$ cat src/rtl/mem_bist_pkg.sv
// Shared types and per-element constants for the March C- BIST controller.
// Element tables are indexed by elem_e, bit i describing element Mi.
package mem_bist_pkg;

  typedef enum logic [1:0] {
    ST_IDLE,
    ST_RUN,
    ST_DRAIN,
    ST_DONE
  } state_e;

  typedef enum logic [2:0] {
    M0,
    M1,
    M2,
    M3,
    M4,
    M5
  } elem_e;

  // M0..M2 ascend; M3..M5 descend
  localparam logic [5:0] ELEM_UP     = 6'b000111;
  localparam logic [5:0] ELEM_RD     = 6'b111110;
  localparam logic [5:0] ELEM_WR     = 6'b011111;
  // Polarity 1 means the inverted background (~BG)
  localparam logic [5:0] ELEM_RD_INV = 6'b010100;
  localparam logic [5:0] ELEM_WR_INV = 6'b001010;

  function automatic elem_e next_elem(input elem_e e);
    elem_e n;
    case (e)
      M0:      n = M1;
      M1:      n = M2;
      M2:      n = M3;
      M3:      n = M4;
      M4:      n = M5;
      default: n = M5;
    endcase
    return n;
  endfunction

endpackage

$ cat src/rtl/mem_bist_cmp.sv
// Read-data compare pipeline: holds the expected word for one cycle, then
// checks the RAM output, keeps the first failure and a saturating error count.
module mem_bist_cmp
  import mem_bist_pkg::*;
#(
  parameter int WIDTH    = 16,
  parameter int ADDR_BUS = 3,
  parameter int CNT_W    = 8
) (
  input  logic                clk,
  input  logic                rst,
  input  logic                i_clear,
  input  logic                i_rd,
  input  logic                i_discard,
  input  logic [ADDR_BUS-1:0] i_addr,
  input  logic [WIDTH-1:0]    i_exp,
  input  logic [WIDTH-1:0]    i_dout,
  output logic                o_mismatch,
  output logic                o_fail,
  output logic [ADDR_BUS-1:0] o_fail_addr,
  output logic [WIDTH-1:0]    o_fail_exp,
  output logic [WIDTH-1:0]    o_fail_got,
  output logic [CNT_W-1:0]    o_err_count
);

  logic                r_valid;
  logic [WIDTH-1:0]    r_exp;
  logic [ADDR_BUS-1:0] r_addr;
  logic                r_fail;
  logic [ADDR_BUS-1:0] r_fail_addr;
  logic [WIDTH-1:0]    r_fail_exp;
  logic [WIDTH-1:0]    r_fail_got;
  logic [CNT_W-1:0]    r_err_count;
  logic                w_mismatch;

  assign w_mismatch = r_valid && (i_dout != r_exp);

  // A discarded read is the op still in flight when a stop-on-fail halts the run
  always_ff @(posedge clk or posedge rst) begin
    if (rst) begin
      r_valid     <= 1'b0;
      r_exp       <= '0;
      r_addr      <= '0;
      r_fail      <= 1'b0;
      r_fail_addr <= '0;
      r_fail_exp  <= '0;
      r_fail_got  <= '0;
      r_err_count <= '0;
    end else if (i_clear) begin
      r_valid     <= 1'b0;
      r_exp       <= '0;
      r_addr      <= '0;
      r_fail      <= 1'b0;
      r_fail_addr <= '0;
      r_fail_exp  <= '0;
      r_fail_got  <= '0;
      r_err_count <= '0;
    end else begin
      r_valid <= i_rd && !i_discard;
      r_exp   <= i_exp;
      r_addr  <= i_addr;
      if (w_mismatch) begin
        if (r_err_count != '1) begin
          r_err_count <= r_err_count + 1'b1;
        end
        if (!r_fail) begin
          r_fail      <= 1'b1;
          r_fail_addr <= r_addr;
          r_fail_exp  <= r_exp;
          r_fail_got  <= i_dout;
        end
      end
    end
  end

  assign o_mismatch  = w_mismatch;
  assign o_fail      = r_fail;
  assign o_fail_addr = r_fail_addr;
  assign o_fail_exp  = r_fail_exp;
  assign o_fail_got  = r_fail_got;
  assign o_err_count = r_err_count;

endmodule

$ cat src/rtl/mem_bist_ctrl.sv
// March C- BIST master for one dual-port RAM: sequences M0..M5, one address
// per cycle, and decodes the RAM port signals from state/element/address.
module mem_bist_ctrl
  import mem_bist_pkg::*;
#(
  parameter int               WIDTH        = 16,
  parameter int               DEPTH        = 8,
  parameter int               ADDR_BUS     = 3,
  parameter logic [WIDTH-1:0] BG           = 16'h0000,
  parameter bit               STOP_ON_FAIL = 1'b0,
  parameter int               CNT_W        = 8
) (
  input  logic                clk,
  input  logic                rst,
  input  logic                start,
  output logic                busy,
  output logic                done,
  output logic                pass,
  output logic                fail,
  output logic [ADDR_BUS-1:0] fail_addr,
  output logic [WIDTH-1:0]    fail_exp,
  output logic [WIDTH-1:0]    fail_got,
  output logic [CNT_W-1:0]    err_count,
  output logic                mem_we,
  output logic                mem_re,
  output logic [ADDR_BUS-1:0] mem_wr_addr,
  output logic [ADDR_BUS-1:0] mem_rd_addr,
  output logic [WIDTH-1:0]    mem_din,
  input  logic [WIDTH-1:0]    mem_dout
);

  localparam logic [ADDR_BUS-1:0] LAST_ADDR = ADDR_BUS'(DEPTH - 1);

  state_e              r_state;
  state_e              w_next_state;
  elem_e               r_elem;
  elem_e               w_elem_nxt;
  logic [ADDR_BUS-1:0] r_addr;
  logic                w_start_acc;
  logic                w_run;
  logic                w_up;
  logic                w_last;
  logic                w_mismatch;
  logic                w_stop;
  logic [WIDTH-1:0]    w_wr_data;
  logic [WIDTH-1:0]    w_rd_exp;

  assign w_start_acc = start && ((r_state == ST_IDLE) || (r_state == ST_DONE));
  assign w_run       = (r_state == ST_RUN);
  assign w_up        = ELEM_UP[r_elem];
  assign w_last      = w_up ? (r_addr == LAST_ADDR) : (r_addr == '0);
  assign w_elem_nxt  = next_elem(r_elem);
  assign w_stop      = STOP_ON_FAIL && w_mismatch &&
                       ((r_state == ST_RUN) || (r_state == ST_DRAIN));
  assign w_wr_data   = ELEM_WR_INV[r_elem] ? ~BG : BG;
  assign w_rd_exp    = ELEM_RD_INV[r_elem] ? ~BG : BG;

  always_ff @(posedge clk or posedge rst) begin
    if (rst) begin
      r_state <= ST_IDLE;
    end else begin
      r_state <= w_next_state;
    end
  end

  // DRAIN covers the last read's compare cycle before reporting done
  always_comb begin
    w_next_state = r_state;
    case (r_state)
      ST_IDLE:  if (start) w_next_state = ST_RUN;
      ST_RUN: begin
        if (w_stop) begin
          w_next_state = ST_DONE;
        end else if (w_last && (r_elem == M5)) begin
          w_next_state = ST_DRAIN;
        end
      end
      ST_DRAIN: w_next_state = ST_DONE;
      ST_DONE:  if (start) w_next_state = ST_RUN;
      default:  w_next_state = ST_IDLE;
    endcase
  end

  // Element change reloads the address for the new direction, so no wrap is needed
  always_ff @(posedge clk or posedge rst) begin
    if (rst) begin
      r_elem <= M0;
      r_addr <= '0;
    end else if (w_start_acc) begin
      r_elem <= M0;
      r_addr <= '0;
    end else if (w_run && !w_stop) begin
      if (w_last) begin
        if (r_elem != M5) begin
          r_elem <= w_elem_nxt;
          r_addr <= ELEM_UP[w_elem_nxt] ? '0 : LAST_ADDR;
        end
      end else begin
        r_addr <= w_up ? (r_addr + 1'b1) : (r_addr - 1'b1);
      end
    end
  end

  always_comb begin
    mem_we      = 1'b0;
    mem_re      = 1'b0;
    mem_wr_addr = '0;
    mem_rd_addr = '0;
    mem_din     = '0;
    if (w_run) begin
      mem_we      = ELEM_WR[r_elem];
      mem_re      = ELEM_RD[r_elem];
      mem_wr_addr = r_addr;
      mem_rd_addr = r_addr;
      mem_din     = ELEM_WR[r_elem] ? w_wr_data : '0;
    end
  end

  mem_bist_cmp #(
    .WIDTH   (WIDTH),
    .ADDR_BUS(ADDR_BUS),
    .CNT_W   (CNT_W)
  ) u_cmp (
    .clk        (clk),
    .rst        (rst),
    .i_clear    (w_start_acc),
    .i_rd       (mem_re),
    .i_discard  (w_stop),
    .i_addr     (r_addr),
    .i_exp      (w_rd_exp),
    .i_dout     (mem_dout),
    .o_mismatch (w_mismatch),
    .o_fail     (fail),
    .o_fail_addr(fail_addr),
    .o_fail_exp (fail_exp),
    .o_fail_got (fail_got),
    .o_err_count(err_count)
  );

  assign busy = (r_state == ST_RUN) || (r_state == ST_DRAIN);
  assign done = (r_state == ST_DONE);
  assign pass = (r_state == ST_DONE) && !fail;

endmodule

$ cat config.mk
export PLATFORM = sky130hd
export DESIGN_NAME = mem_bist_ctrl
export DESIGN_NICKNAME = d
export VERILOG_FILES = /design/src/rtl/mem_bist_pkg.sv /design/src/rtl/mem_bist_cmp.sv /design/src/rtl/mem_bist_ctrl.sv
export SDC_FILE = /design/constraint.sdc
export NUM_CORES = 1
export LEC_CHECK = 0
export BUFFER_PORTS_ARGS = -buffer_cell sky130_fd_sc_hd__buf_2
export CAP_MARGIN = 15
export CELL_PAD_IN_SITES_DETAIL_PLACEMENT = 0
export CELL_PAD_IN_SITES_GLOBAL_PLACEMENT = 1
export CORE_MARGIN = 1.5
export CORE_UTILIZATION = 38
export DETAILED_ROUTE_END_ITERATION = 10
export PLACE_DENSITY = 0.91
export SYNTH_ARGS = -nofsm -noshare
export SYNTH_HDL_FRONTEND = slang
export SYNTH_SLANG_ARGS = --single-unit
$ cat constraint.sdc
create_clock -name clk -period 4.08 [get_ports clk]
set_input_delay 0.816 -clock clk [delete_from_list [all_inputs] [get_ports clk]]
set_output_delay 0.816 -clock clk [all_outputs]
set_load 0.01 [all_outputs]
Yosys cells after proc, flatten, opt, wreduce, memory -nomap -nowiden
Memories as Yosys holds them, arrays and structs flattened.
Cells that the tools add are included.

storage, ports and cells
  flip-flop bits (word level) = 72
  bits in read-only memories = 48
  input port bits = 19
  output and inout bits = 71
  word-level logic and storage cells = 103
  memories kept = 6

memory list
  name             words  bits a word  rd ports  clocked after Yosys merged registers in  wr ports  line                  source
  (no name shown)  8      1            1         0                                        0         mem_bist_ctrl.sv:115  mem_din = ELEM_WR[r_elem] ? w_wr_data : '0;
  (no name shown)  8      1            1         0                                        0         mem_bist_ctrl.sv:112  mem_re = ELEM_RD[r_elem];
  (no name shown)  8      1            1         0                                        0         mem_bist_ctrl.sv:96   r_addr <= ELEM_UP[w_elem_nxt] ? '0 : LAST_ADDR;
  (no name shown)  8      1            1         0                                        0         mem_bist_ctrl.sv:56   assign w_rd_exp = ELEM_RD_INV[r_elem] ? ~BG : BG;
  (no name shown)  8      1            1         0                                        0         mem_bist_ctrl.sv:55   assign w_wr_data = ELEM_WR_INV[r_elem] ? ~BG : BG;
  (no name shown)  8      1            1         0                                        0         mem_bist_ctrl.sv:50   assign w_up = ELEM_UP[r_elem];

cells by class
  $add $sub $neg = 3
  order comparisons = 2
  equal/unequal tests = 15
  multiplexer cells = 45
  reduce and logical (&&, ||, !) cells = 21

operator list
  operator                                                number
  2-to-1 mux 16 bit                                       11
  2-to-1 mux 3 bit                                        15
  2-to-1 mux 8 bit                                        3
  inequality test 16 bit                                  1
  2-to-1 mux 1 bit                                        12
  case mux 3 bit (4 select lines)                         1
  nonzero test 2 bit                                      5
  adder 8 x 1 -> 8 bit (second input constant)            1
  < comparator 3 x 4 -> 1 bit (second input constant)     2
  inequality test 8 bit (second input constant)           1
  AND reduction 2 bit                                     4
  == test 3 x 2 -> 1 bit (second input constant)          2
  == test 3 bit (second input constant)                   2
  zero test 3 bit                                         2
  inequality test 2 x 1 -> 1 bit (second input constant)  3
  case mux 2 bit (3 select lines)                         1
  == test 2 bit (second input constant)                   2
  logical AND 1 bit                                       4
  2-to-1 mux 2 bit                                        2
  adder 3 x 1 -> 3 bit (second input constant)            1
  == test 3 x 1 -> 1 bit (second input constant)          1
  inequality test 3 x 1 -> 1 bit (second input constant)  1
  inequality test 3 bit (second input constant)           1
  AND reduction 3 bit                                     1
  other kinds (6)                                         7

Logic depth before layout (Yosys ltp)
Gate-level depths: netlist of run 1.

  depth in word-level cells = 9
  mapped depth = 6
  depth with buffers taken out = 6

Cells and area by module
A second synthesis of run 1 with hierarchy kept.

unflattened totals
  cells, all modules = 367
  area total of the unflattened synthesis = 3573.4 um2

modules (own cells, without submodules)
  module         instances  cells each  area an instance (um2)  seq. area each (um2)
  mem_bist_cmp   1          273         2795.2                  1601.5
  mem_bist_ctrl  1          94          778.2                   200.2

Worst setup path before layout of run 1
Ideal clock, no wire load.

  path kind = reg-to-output
  start = reg r_state[1]
  end = out mem_din[10]
  data arrival time = 1589 ps
  required time = 3264 ps
  setup slack = 1675 ps
  cell stages (with the launch flop) = 6
  buffers on the path = 2
  cells stage by stage = dfrtp_1 -> inv_1 -> ha_1 -> clkbuf_1 -> and3_1 -> buf_4

on the way
  word-level cells in the longest chain between the ends = 2

RTL lines
  item                    line                  source
  from (decl)             mem_bist_ctrl.sv:34   state_e r_state;
  from (signal assigned)  mem_bist_ctrl.sv:62   r_state <= w_next_state;
  == test 2 x 1 -> 1 bit  mem_bist_ctrl.sv:49   assign w_run = (r_state == ST_RUN);
  2-to-1 mux 16 bit       mem_bist_ctrl.sv:110  if (w_run) begin
  to (decl)               mem_bist_ctrl.sv:28   output logic [WIDTH-1:0] mem_din,

No other way between the ends.

Final worst setup path of run 1
  start = reg r_state[1]
  end = out mem_din[13]

The elaborated chain is that of the path after synthesis.

==> results of run 1 <==
## tightest hold or removal path: cells and delay by family (launching register included)
kind	cells	cell delay [ns]
simple gates	1	0.07
flops	1	0.37
compound gates	1	0.06
## registers in the layout (all words and copies together) (netlist names)
register / cells
r_addr: 3
r_elem: 3
r_state: 2
u_cmp.o_err_count: 8
u_cmp.o_fail: 1
u_cmp.o_fail_addr: 3
u_cmp.o_fail_exp: 1
u_cmp.o_fail_got: 16
u_cmp.r_addr: 3
u_cmp.r_exp: 1
u_cmp.r_valid: 1
## layout by cell type, fill, tap and decap left out, types with 3 or more instances in the layout
cell / n
nand3_1: 23
dfrtp_1: 42
nor2b_1: 4
inv_1: 8
nor2_1: 7
or3_2: 5
ha_1: 4
a21oi_2: 3
nor3_1: 6
o21ai_1: 25
clkbuf_8: 5
or4_1: 3
and2_1: 7
a21oi_1: 33
and3_1: 3
buf_4: 3
buf_2: 89
nand2_1: 8
nand4_1: 8
## synth_stat cells (2+ instances only)
cell / number / share of area (%)
a211oi_1: 2 / 0.60
a21boi_0: 2 / 0.60
a21oi_1: 33 / 6.6
a21oi_2: 3 / 1.1
a31oi_1: 2 / 0.50
and2_1: 7 / 1.8
and3_1: 3 / 0.75
and4_1: 2 / 0.70
buf_4: 33 / 10
buf_6: 4 / 1.8
clkbuf_1: 6 / 0.91
clkbuf_8: 3 / 1.7
dfrtp_1: 42 / 42
ha_1: 4 / 2.0
inv_1: 8 / 1.2
mux2i_1: 2 / 0.81
nand2_1: 8 / 1.2
nand3_1: 23 / 4.6
nand4_1: 8 / 2.0
nor2_1: 7 / 1.1
nor2b_1: 4 / 1.0
nor3_1: 6 / 1.2
nor4_1: 2 / 0.50
o21ai_0: 2 / 0.40
o21ai_1: 25 / 5.0
or3_1: 2 / 0.50
or3_2: 5 / 1.5
or4_1: 3 / 0.91
## metal layers
| layer | vias up | global-route usage (%) |
|---|---|---|
| met3 | 5 | 4.352 |
| li1 | 1029 | - |
| met2 | 67 | 25.88 |
| met5 | - | 0 |
| met4 | 0 | 2.981 |
| met1 | 977 | 21.82 |
## area by class of cell
cell class / count / area share, %
multi-input cells: 172 / 36.86
repair buffers: 92 / 16.57
well taps: 77 / 3.412
flip-flops and latches: 42 / 37.22
inverters: 8 / 1.063
clock buffers: 5 / 2.437
clock inverters: 3 / 2.437
## through the flow
stage | hold WS (ns) | power, mW | instance area [µm²] | utilization, % | worst slack, ns
finish | 0.5181 | 1.246 | 2824 | 44.47 | 1.399
global route | 0.5706 | 1.318 | 2824 | 44.47 | 1.220
CTS | 0.5287 | 1.258 | 2824 | 44.47 | 1.381
detailed placement | 0.5145 | 0.8560 | 2686 | 42.31 | 1.186
global placement | 0.5071 | 0.8451 | 2686 | 42.31 | 1.170
floorplan | 0.4895 | 0.7630 | 2486 | - | 1.675
## worst min path at each step
stage,from,cells after the start,end
CTS,u_cmp.r_addr[1],2,u_cmp.o_fail_addr[1]
floorplan,u_cmp.r_addr[0],2,u_cmp.o_fail_addr[0]
global route,u_cmp.r_addr[2],2,u_cmp.o_fail_addr[2]
detailed placement,u_cmp.r_addr[1],2,u_cmp.o_fail_addr[1]
finish,u_cmp.r_addr[1],2,u_cmp.o_fail_addr[1]
global placement,u_cmp.r_addr[2],2,u_cmp.o_fail_addr[2]
## power breakdown
| group | leakage [nW] | switching, mW | internal [mW] |
|---|---|---|---|
| Clock | 0.0683 | 0.154 | 0.245 |
| Combinational | 0.791 | 0.221 | 0.133 |
| Sequential | 0.576 | 0.0373 | 0.455 |
## kinds of logic (layout without fill, tap and decap cells)
| group | count (synthesis) | count (layout) |
|---|---|---|
| flops | 42 | 42 |
| buf+inv | 56 | 108 |
| fa+ha+maj | 5 | 5 |
| mux | 3 | 3 |
| xor+xnor | 1 | 1 |
| simple gates | 85 | 85 |
| compound gates | 78 | 78 |
==> results.toml, run 1 <==
[run_status]
outcome = "finished clean"

[clocking]
postCtsSetupBuffers = 0
clk_latency_ns = 0.30
htree_levels = 2
cts_sinks = 42
clk_path_buf_depth = 2
cts_buffers = 5
cts_tree = "yes"
post_cts_resized = 0
clk_pin_slew_worst_paths_ns = 0.09
ctsHoldBuffers = 0
root_buffer = "clkbuf_8"

[drt]
wl_met3_um = 332
first_pass_iters = 4
via_per_inst = 5.208
ant_nets = 0
wl_met2_mm = 2.636
drt_iter0_drc = 158
vias = 2078
met1_length_mm = 2.590
wl_per_cell_um = 14.04
route.detailed.drc = 0
wirelength_mm = 5.600
top_layer = "met4"

[hold_path]
hp-class = "flop to flop"

[floorplan]
die_h_um = 83.89
die_area_um2 = 7037
dieWidth_um = 83.89
start_util_pct = 39.15
ios = 90
core_um2 = 6350
rows = 29

[placement]
placed_cells = 391
place_congestion = 0.8400
portBuffers = 89
dp_hpwl_mm = 3.954

[timing]
worst_pin_slew_ns = 1.009
hold_violations = 0
setup_viol = 0
rsz0062_at_grt = "no"
fin_worst_skew_ns = 0.009300
timing.fmax_mhz = 373.1
finalSetupTns_ns = 0
period_share_pct = 65.70
slew_viol_final = 0
relSlewSlack_pct = 32.71
min_period_ns = 2.681

[synth]
synth_ff_type = "dfrtp_1"
syn_avg_cell_area_um2 = 9.208
synthesis.area_um2 = 2486
yosys_register_bits = 42
syn_inst = 270
synth_top_family_by_area = "simple AND/OR/NAND/NOR gates"
syn_nets = 294
synth_edf_count = 0
synth.distinct_cells = 47
yosys.area_share.simple_pct = 19.33
yosysSeqAreaShare_pct = 42.27
muxShareOfSynthArea_pct = 1.258
ys.warnings.count = 0
synthAdderAreaFrac_pct = 2.818
synthXorXnorAreaFrac_pct = 0.3523
async_reset_ff_share_pct = 100.0
synth_compound_area_share_pct = 17.87

[power]
power_leakage_nw = 1.435
ir_worst_vdd_v = 0.0003817
p_per_area_nw_per_um2 = 441.2

[global_routing]
antenna_found_initial = 0
grt_overflow = 0
grt_pass1_wl_mm = 9.287
grt_max_degree = 43
first_global_vias = 1937
grt_use_total_pct = 16.02

[final_layout]
nets = 345
drive_gt1_share_pct = 35.40
area_growth_pct = 13.59
final.fill_count = 618
ff_latch_area_um2 = 1051
multi_input_area_um2 = 1041
instances_no_fill = 399
diodes = 0

[setup_path]
crit_arrival_ns = 1.86
path_cells = "inv_1 > ha_1 > and3_1 > buf_2"
critical_path_class = "flop to output port"
crit_path_max_fanout = 16
rrSetupSlack_ns = 2.10
worstRegToRegCells = 5
crit_family = "simple AND/OR/NAND/NOR gates"
worstSetupStartpointType = "flop"
cp-end-kind = "output port"
crit_slowest_cell = "and3_1"
critPathMaxStageDelay_ns = 0.44
cp_num_cells = 4
setup.worst_path.start = "r_state[1]"
crit_required_ns = 3.26
timing.rr.end = "u_cmp.o_err_count[6]"
crit_buf_inv = 2
r2r-start = "u_cmp.r_exp[14]"
crit_path_end = "mem_din[13]"

[run]
cap_violations = 0
(Power assumes the default switching activity.)
==> run 2, diff against run 1 <==
--- a/config.mk
+++ b/config.mk
@@ -5,14 +5,15 @@
 export SDC_FILE = /design/constraint.sdc
 export NUM_CORES = 1
 export LEC_CHECK = 0
+export ABC_AREA = 1
 export BUFFER_PORTS_ARGS = -buffer_cell sky130_fd_sc_hd__buf_2
 export CAP_MARGIN = 15
 export CELL_PAD_IN_SITES_DETAIL_PLACEMENT = 0
 export CELL_PAD_IN_SITES_GLOBAL_PLACEMENT = 1
 export CORE_MARGIN = 1.5
-export CORE_UTILIZATION = 38
+export CORE_UTILIZATION = 35
 export DETAILED_ROUTE_END_ITERATION = 10
-export PLACE_DENSITY = 0.91
+export PLACE_DENSITY = 0.88
 export SYNTH_ARGS = -nofsm -noshare
 export SYNTH_HDL_FRONTEND = slang
 export SYNTH_SLANG_ARGS = --single-unit
==> constraint.sdc (replaced) <==
create_clock -name clk -period 2.5 [get_ports clk]
set_input_delay 0.5 -clock clk [delete_from_list [all_inputs] [get_ports clk]]
set_output_delay 0.5 -clock clk [all_outputs]
set_load 0.01 [all_outputs]
==> run 2 against run 1 <==
  * Critical path depth grew 2
  * Total power rose by 130%
  * Worst hold slack got worse by 0.21 ns
  * Largest cell class is now multi-input gates
  * Synthesized cell count grew 32%
  * Utilization shrank 2.9 points
  * Highest routed layer unchanged
==> results.toml, run 2 <==
[run_status]
outcome = "finished clean"

[synth]
yosys_register_bits = 42
yosys.area.top_type = "dfrtp_1"
syn_inst = 356
synth.distinct_cells = 28
synthesis.area_um2 = 2576
yosys-top-cells-count = "100 x nand2_1, 51 x nor2_1, 42 x dfrtp_1"
syn_avg_cell_area_um2 = 7.237
yosysMostFrequentCell = "nand2_1"
synth_top_area_share_pct = 40.80
ys.warnings.count = 0
yosys-top-cells-area = "dfrtp_1 41%, nand2_1 15%, buf_4 9.6%"
async_reset_ff_share_pct = 100.0
syn_nets = 380
yosysSeqAreaShare_pct = 40.80
synth_ff_type = "dfrtp_1"
synth_edf_count = 0

[setup_path]
crit_path_max_fanout = 16
timing.rr.end = "u_cmp.o_fail_got[2]"
cp-end-kind = "output port"
r2r-start = "r_state[0]"
crit_slowest_cell = "dfrtp_1"
crit_required_ns = 2.00
crit_path_end = "mem_din[2]"
cp_common_cell = "inv_1"
worstRegToRegCells = 5
rrSetupSlack_ns = 0.66
critical_path_class = "flop to output port"
path_cells = "inv_1 > ha_1 > inv_1 > nor2_1 > buf_4 > buf_2"
critPathMaxStageDelay_ns = 0.41
setup.worst_path.start = "r_state[1]"
crit_arrival_ns = 1.70
worstSetupStartpointType = "flop"

[clocking]
ctsHoldBuffers = 0
clk_latency_ns = 0.31
postCtsSetupBuffers = 0
root_buffer = "clkbuf_8"
clk_pin_slew_worst_paths_ns = 0.10
cts_sinks = 42
clk_path_buf_depth = 2
cts_buffers = 5
post_cts_resized = 0
cts_tree = "yes"
htree_levels = 2

[run]
cap_violations = 0

[power]
ir_worst_vdd_v = 0.0004395
power_leakage_nw = 1.789
p_per_area_nw_per_um2 = 981.3

[floorplan]
ios = 90
rows = 31
core_um2 = 7176
die_area_um2 = 7885
dieWidth_um = 88.80
die_h_um = 88.80
start_util_pct = 35.90

[timing]
rsz0062_at_grt = "no"
min_period_ns = 2.205
period_share_pct = 88.20
fin_worst_skew_ns = 0.01532
hold_violations = 0
finalSetupTns_ns = 0
relSlewSlack_pct = 57.10
timing.fmax_mhz = 453.5
setup_viol = 0
slew_viol_final = 0
timing.final.ws_setup_ns = 0.2950
worst_pin_slew_ns = 0.6420

[final_layout]
instances_no_fill = 514
nets = 438
largest_reg_flops = 16
diodes = 0
drive_gt1_share_pct = 28.92
ff_latch_area_um2 = 1051
multi_input_area_um2 = 1070
final_cell_mix = "100 x nand2_1, 89 x buf_2, 51 x nor2_1, 42 x dfrtp_1, 36 x nand3_1"
layout_commonest_cell = "nand2_1"
post-route-util_pct = 41.55
final.fill_count = 757
area_growth_pct = 15.74

[drt]
first_pass_iters = 4
wirelength_mm = 5.797
route.detailed.drc = 0
via_per_inst = 4.455
drt_iter0_drc = 98
vias = 2290
ant_nets = 0
wl_per_cell_um = 11.28

[placement]
dp_slack_ns = 0.5475
portBuffers = 89
dp_hpwl_mm = 4.231
place_congestion = 0.7859
placed_cells = 506

[global_routing]
grt_overflow = 0
grt_pass1_wl_mm = 9.301
grt_use_total_pct = 15.36
grt_max_degree = 43
first_global_vias = 1968
antenna_found_initial = 0

[hold_path]
hp-class = "primary input to async pin"
run 2: cell types whose count changed after synthesis, moves of 4 or more:
| cell | before | now |
|---|---|---|
| inv_1 | 8 | 35 |
| buf_2 | 0 | 4 |
| and2_1 | 7 | 0 |
| nand3_1 | 23 | 36 |
| nor2b_1 | 4 | 0 |
| or3_2 | 5 | 0 |
| nand4_1 | 8 | 1 |
| nand2_2 | 0 | 7 |
| nor2_1 | 7 | 51 |
| inv_2 | 0 | 5 |
| a21oi_1 | 33 | 4 |
| nand2_1 | 8 | 100 |
| o21ai_1 | 25 | 2 |
run 2: layer usage:
| layer | GRT usage [%] | wire length (µm) | up-vias |
|---|---|---|---|
| met1 | 19.79 | 2574 | 1044 |
| li1 | - | - | 1171 |
| met5 | 0 | 0 | - |
| met4 | 5.114 | 65 | 0 |
| met3 | 3.638 | 352 | 4 |
| met2 | 25.34 | 2805 | 71 |
run 2: worst max-delay path: cells and delay by family (launching register included):
| kind | cells | cell delay, ns |
|---|---|---|
| and+or+nand+nor | 1 | 0.13 |
| buffers and inverters | 4 | 0.56 |
| DFF | 1 | 0.41 |
| adders and majority gates | 1 | 0.30 |
run 2: report_power, final:
group          switching [mW]  total (mW)  internal (mW)
sequential              0.153        1.06          0.902
clock                   0.261       0.461          0.200
combinational           0.891        1.41          0.518
run 2: cell type report:
class | count | area share (%)
Clock inverter | 3 | 0.7973
Timing Repair Buffer | 95 | 16.45
Tap cell | 99 | 4.154
Multi-Input combinational cell | 229 | 35.88
Sequential cell | 42 | 35.25
Clock buffer | 5 | 2.308
Inverter | 41 | 5.162
run 2: worst min-delay path by stage:
stage                                       to                 from
final                      u_cmp.o_fail_got[1]                  rst
after global routing      u_cmp.o_fail_got[15]                  rst
after CTS                  u_cmp.o_fail_got[1]                  rst
after detailed placement   u_cmp.o_fail_got[2]  u_cmp.o_fail_got[2]
after global placement     u_cmp.o_fail_got[7]  u_cmp.o_fail_got[7]
after floorplan                     r_state[1]           r_state[1]
run 2: cell families after synthesis:
group                      Yosys count  share of synthesized area [%]
and+or+nand+nor                    208                          34.14
buffers and inverters               85                          17.68
DFF                                 42                          40.80
AOI/OAI and AO/OA                   11                          2.963
xor gates and xnor gates             5                          1.700
adders and majority gates            5                          2.720
run 2: stage by stage:
step / cell area, µm² / hold slack, ns / total power [mW]
2_1_floorplan: 2576 / 0.4840 / 2.058
3_3_place_gp: 2889 / 0.4870 / 2.472
3_5_place_dp: 2889 / 0.4915 / 2.500
4_1_cts: 2982 / 0.3277 / 2.976
5_1_grt: 2982 / 0.3521 / 3.214
6_report: 2982 / 0.3110 / 2.926
==> run 3, diff against run 2 <==
--- a/config.mk
+++ b/config.mk
@@ -6,12 +6,13 @@
 export NUM_CORES = 1
 export LEC_CHECK = 0
 export ABC_AREA = 1
+export ABC_CLOCK_PERIOD_IN_PS = 2500
 export BUFFER_PORTS_ARGS = -buffer_cell sky130_fd_sc_hd__buf_2
 export CAP_MARGIN = 15
-export CELL_PAD_IN_SITES_DETAIL_PLACEMENT = 0
-export CELL_PAD_IN_SITES_GLOBAL_PLACEMENT = 1
+export CELL_PAD_IN_SITES_DETAIL_PLACEMENT = 2
+export CELL_PAD_IN_SITES_GLOBAL_PLACEMENT = 2
 export CORE_MARGIN = 1.5
-export CORE_UTILIZATION = 35
+export CORE_UTILIZATION = 27
 export DETAILED_ROUTE_END_ITERATION = 10
 export PLACE_DENSITY = 0.88
 export SYNTH_ARGS = -nofsm -noshare
==> run 3 against run 2 <==
  * Design area is 1.4% higher
  * Utilization is 8.8 points lower
  * Clock skew is 0.011 ns lower
  * Register-to-register slack better by 0.03 ns
  * Sequential share of layout area is 0.48 points lower
  * Non-clock buffer count is 1 higher
  * Clock power is 9.3% lower
  * Via count is 6.3% higher
  * Worst hold slack worse by 0.057 ns
  * Critical endpoint is now mem_din[0]
  * Largest power group unchanged
==> results.toml, run 3 (same netlist as run 2, synthesis figures left out) <==
[drt]
via_per_inst = 4.476
route.detailed.drc = 0
drt_iter0_drc = 64
vias = 2435
ant_nets = 0
wirelength_mm = 7.525
wl_per_cell_um = 13.83
first_pass_iters = 4

[timing]
fin_worst_skew_ns = 0.004791
slew_viol_final = 0
hold_violations = 0
setup_viol = 0
period_share_pct = 87.56
worst_pin_slew_ns = 0.7862
min_period_ns = 2.189
timing.fmax_mhz = 456.8
relSlewSlack_pct = 47.26
timing.final.ws_setup_ns = 0.3110
rsz0062_at_grt = "no"
finalSetupTns_ns = 0

[global_routing]
grt_pass1_wl_mm = 12.66
grt_use_total_pct = 15.88
antenna_found_initial = 0
grt_overflow = 0
first_global_vias = 2608
grt_max_degree = 37

[power]
ir_worst_vdd_v = 0.0004457
p_total_mw = 2.997
power_leakage_nw = 1.795
p_per_area_nw_per_um2 = 991.3

[floorplan]
die_h_um = 100.7
die_area_um2 = 10140
start_util_pct = 27.88
rows = 35
ios = 90
core_um2 = 9240
dieWidth_um = 100.7

[setup_path]
cp_common_cell = "inv_1"
crit_path_max_fanout = 16
cp-end-kind = "output port"
crit_arrival_ns = 1.69
critPathMaxStageDelay_ns = 0.41
worstSetupStartpointType = "flop"
crit_family = "buffers and inverters"
crit_required_ns = 2.00
crit_slowest_cell = "dfrtp_1"
crit_buf_inv = 4
critical_path_class = "flop to output port"
path_cells = "inv_1 > ha_1 > inv_1 > nor2_1 > buf_4 > buf_2"

[final_layout]
area_growth_pct = 17.34
nets = 439
diodes = 0
largest_reg_flops = 16
stdcell_area_um2 = 3023
layout_commonest_cell = "nand2_1"
final_cell_mix = "100 x nand2_1, 89 x buf_2, 51 x nor2_1, 42 x dfrtp_1, 36 x nand3_1"
multi_input_area_um2 = 1070
final.fill_count = 1141
ff_latch_area_um2 = 1051
drive_gt1_share_pct = 28.43
instances_no_fill = 544

[placement]
dp_hpwl_mm = 5.846
portBuffers = 89
placed_cells = 537
place_congestion = 0.8050
placed_cell_area_um2 = 2947
dp_slack_ns = 0.5974

[clocking]
htree_levels = 2
cts_buffers = 5
post_cts_resized = 0
clk_pin_slew_worst_paths_ns = 0.08
cts_sinks = 42
cts_tree = "yes"
clk_path_buf_depth = 2
root_buffer = "clkbuf_8"
ctsHoldBuffers = 0
postCtsSetupBuffers = 0
clk_latency_ns = 0.29

[hold_path]
hp-class = "primary input to async pin"

[run_status]
outcome = "finished clean"

[run]
cap_violations = 0
run 3: cell types whose count changed in the layout (fill, tap and decap cells not counted):
| cell | before | now |
|---|---|---|
| clkbuf_1 | 0 | 2 |
| clkinvlp_4 | 2 | 0 |
| buf_12 | 0 | 1 |
| inv_6 | 1 | 0 |
run 3: final cells by class:
type	instances	area share (%)
clock buffer	7	2.525
inverter	41	5.091
multi-input combinational	229	35.39
sequential	42	34.77
tap	129	5.339
timing repair buffer	96	16.89
run 3: worst paths after layout:
kind	from	slack, ns	depth (start not counted)	end
max	r_state[1]	0.31	6	mem_din[0]
max reg2reg	r_state[0]	0.69	7	u_cmp.o_fail_got[3]
max in group asynchronous	rst	1.65	3	u_cmp.o_err_count[4]
min in group clk	u_cmp.o_fail_got[9]	0.51	2	u_cmp.o_fail_got[9]
min reg2reg	u_cmp.o_fail_got[9]	0.51	2	u_cmp.o_fail_got[9]
min	rst	0.25	2	u_cmp.r_addr[1]
run 3: power by group:
part	total [mW]	leakage [nW]	switching, mW	internal (mW)
Clock	0.418	0.0383	0.226	0.193
Sequential	1.07	0.553	0.167	0.903
Combinational	1.51	1.20	0.966	0.543
Total	3.00	1.80	1.36	1.64
run 3: per-stage QoR:
step	utilization (%)	hold slack, ns
2_1_floorplan	-	0.4840
3_3_place_gp	31.89	0.4868
3_5_place_dp	31.89	0.5008
4_1_cts	32.71	0.2676
5_1_grt	32.71	0.2820
6_report	32.71	0.2535
run 3: routing by layer:
layer  vias to the layer above  share of wire (%)  routed length [µm]  GRT usage (%)
met2                        62                 55                4107          30.56
met3                         2                3.9                 294          2.358
met1                      1199                 41                3093          18.47
met5                         -                  0                   0              0
met4                         0               0.39                  29          3.250
li1                       1172                  -                   -              -
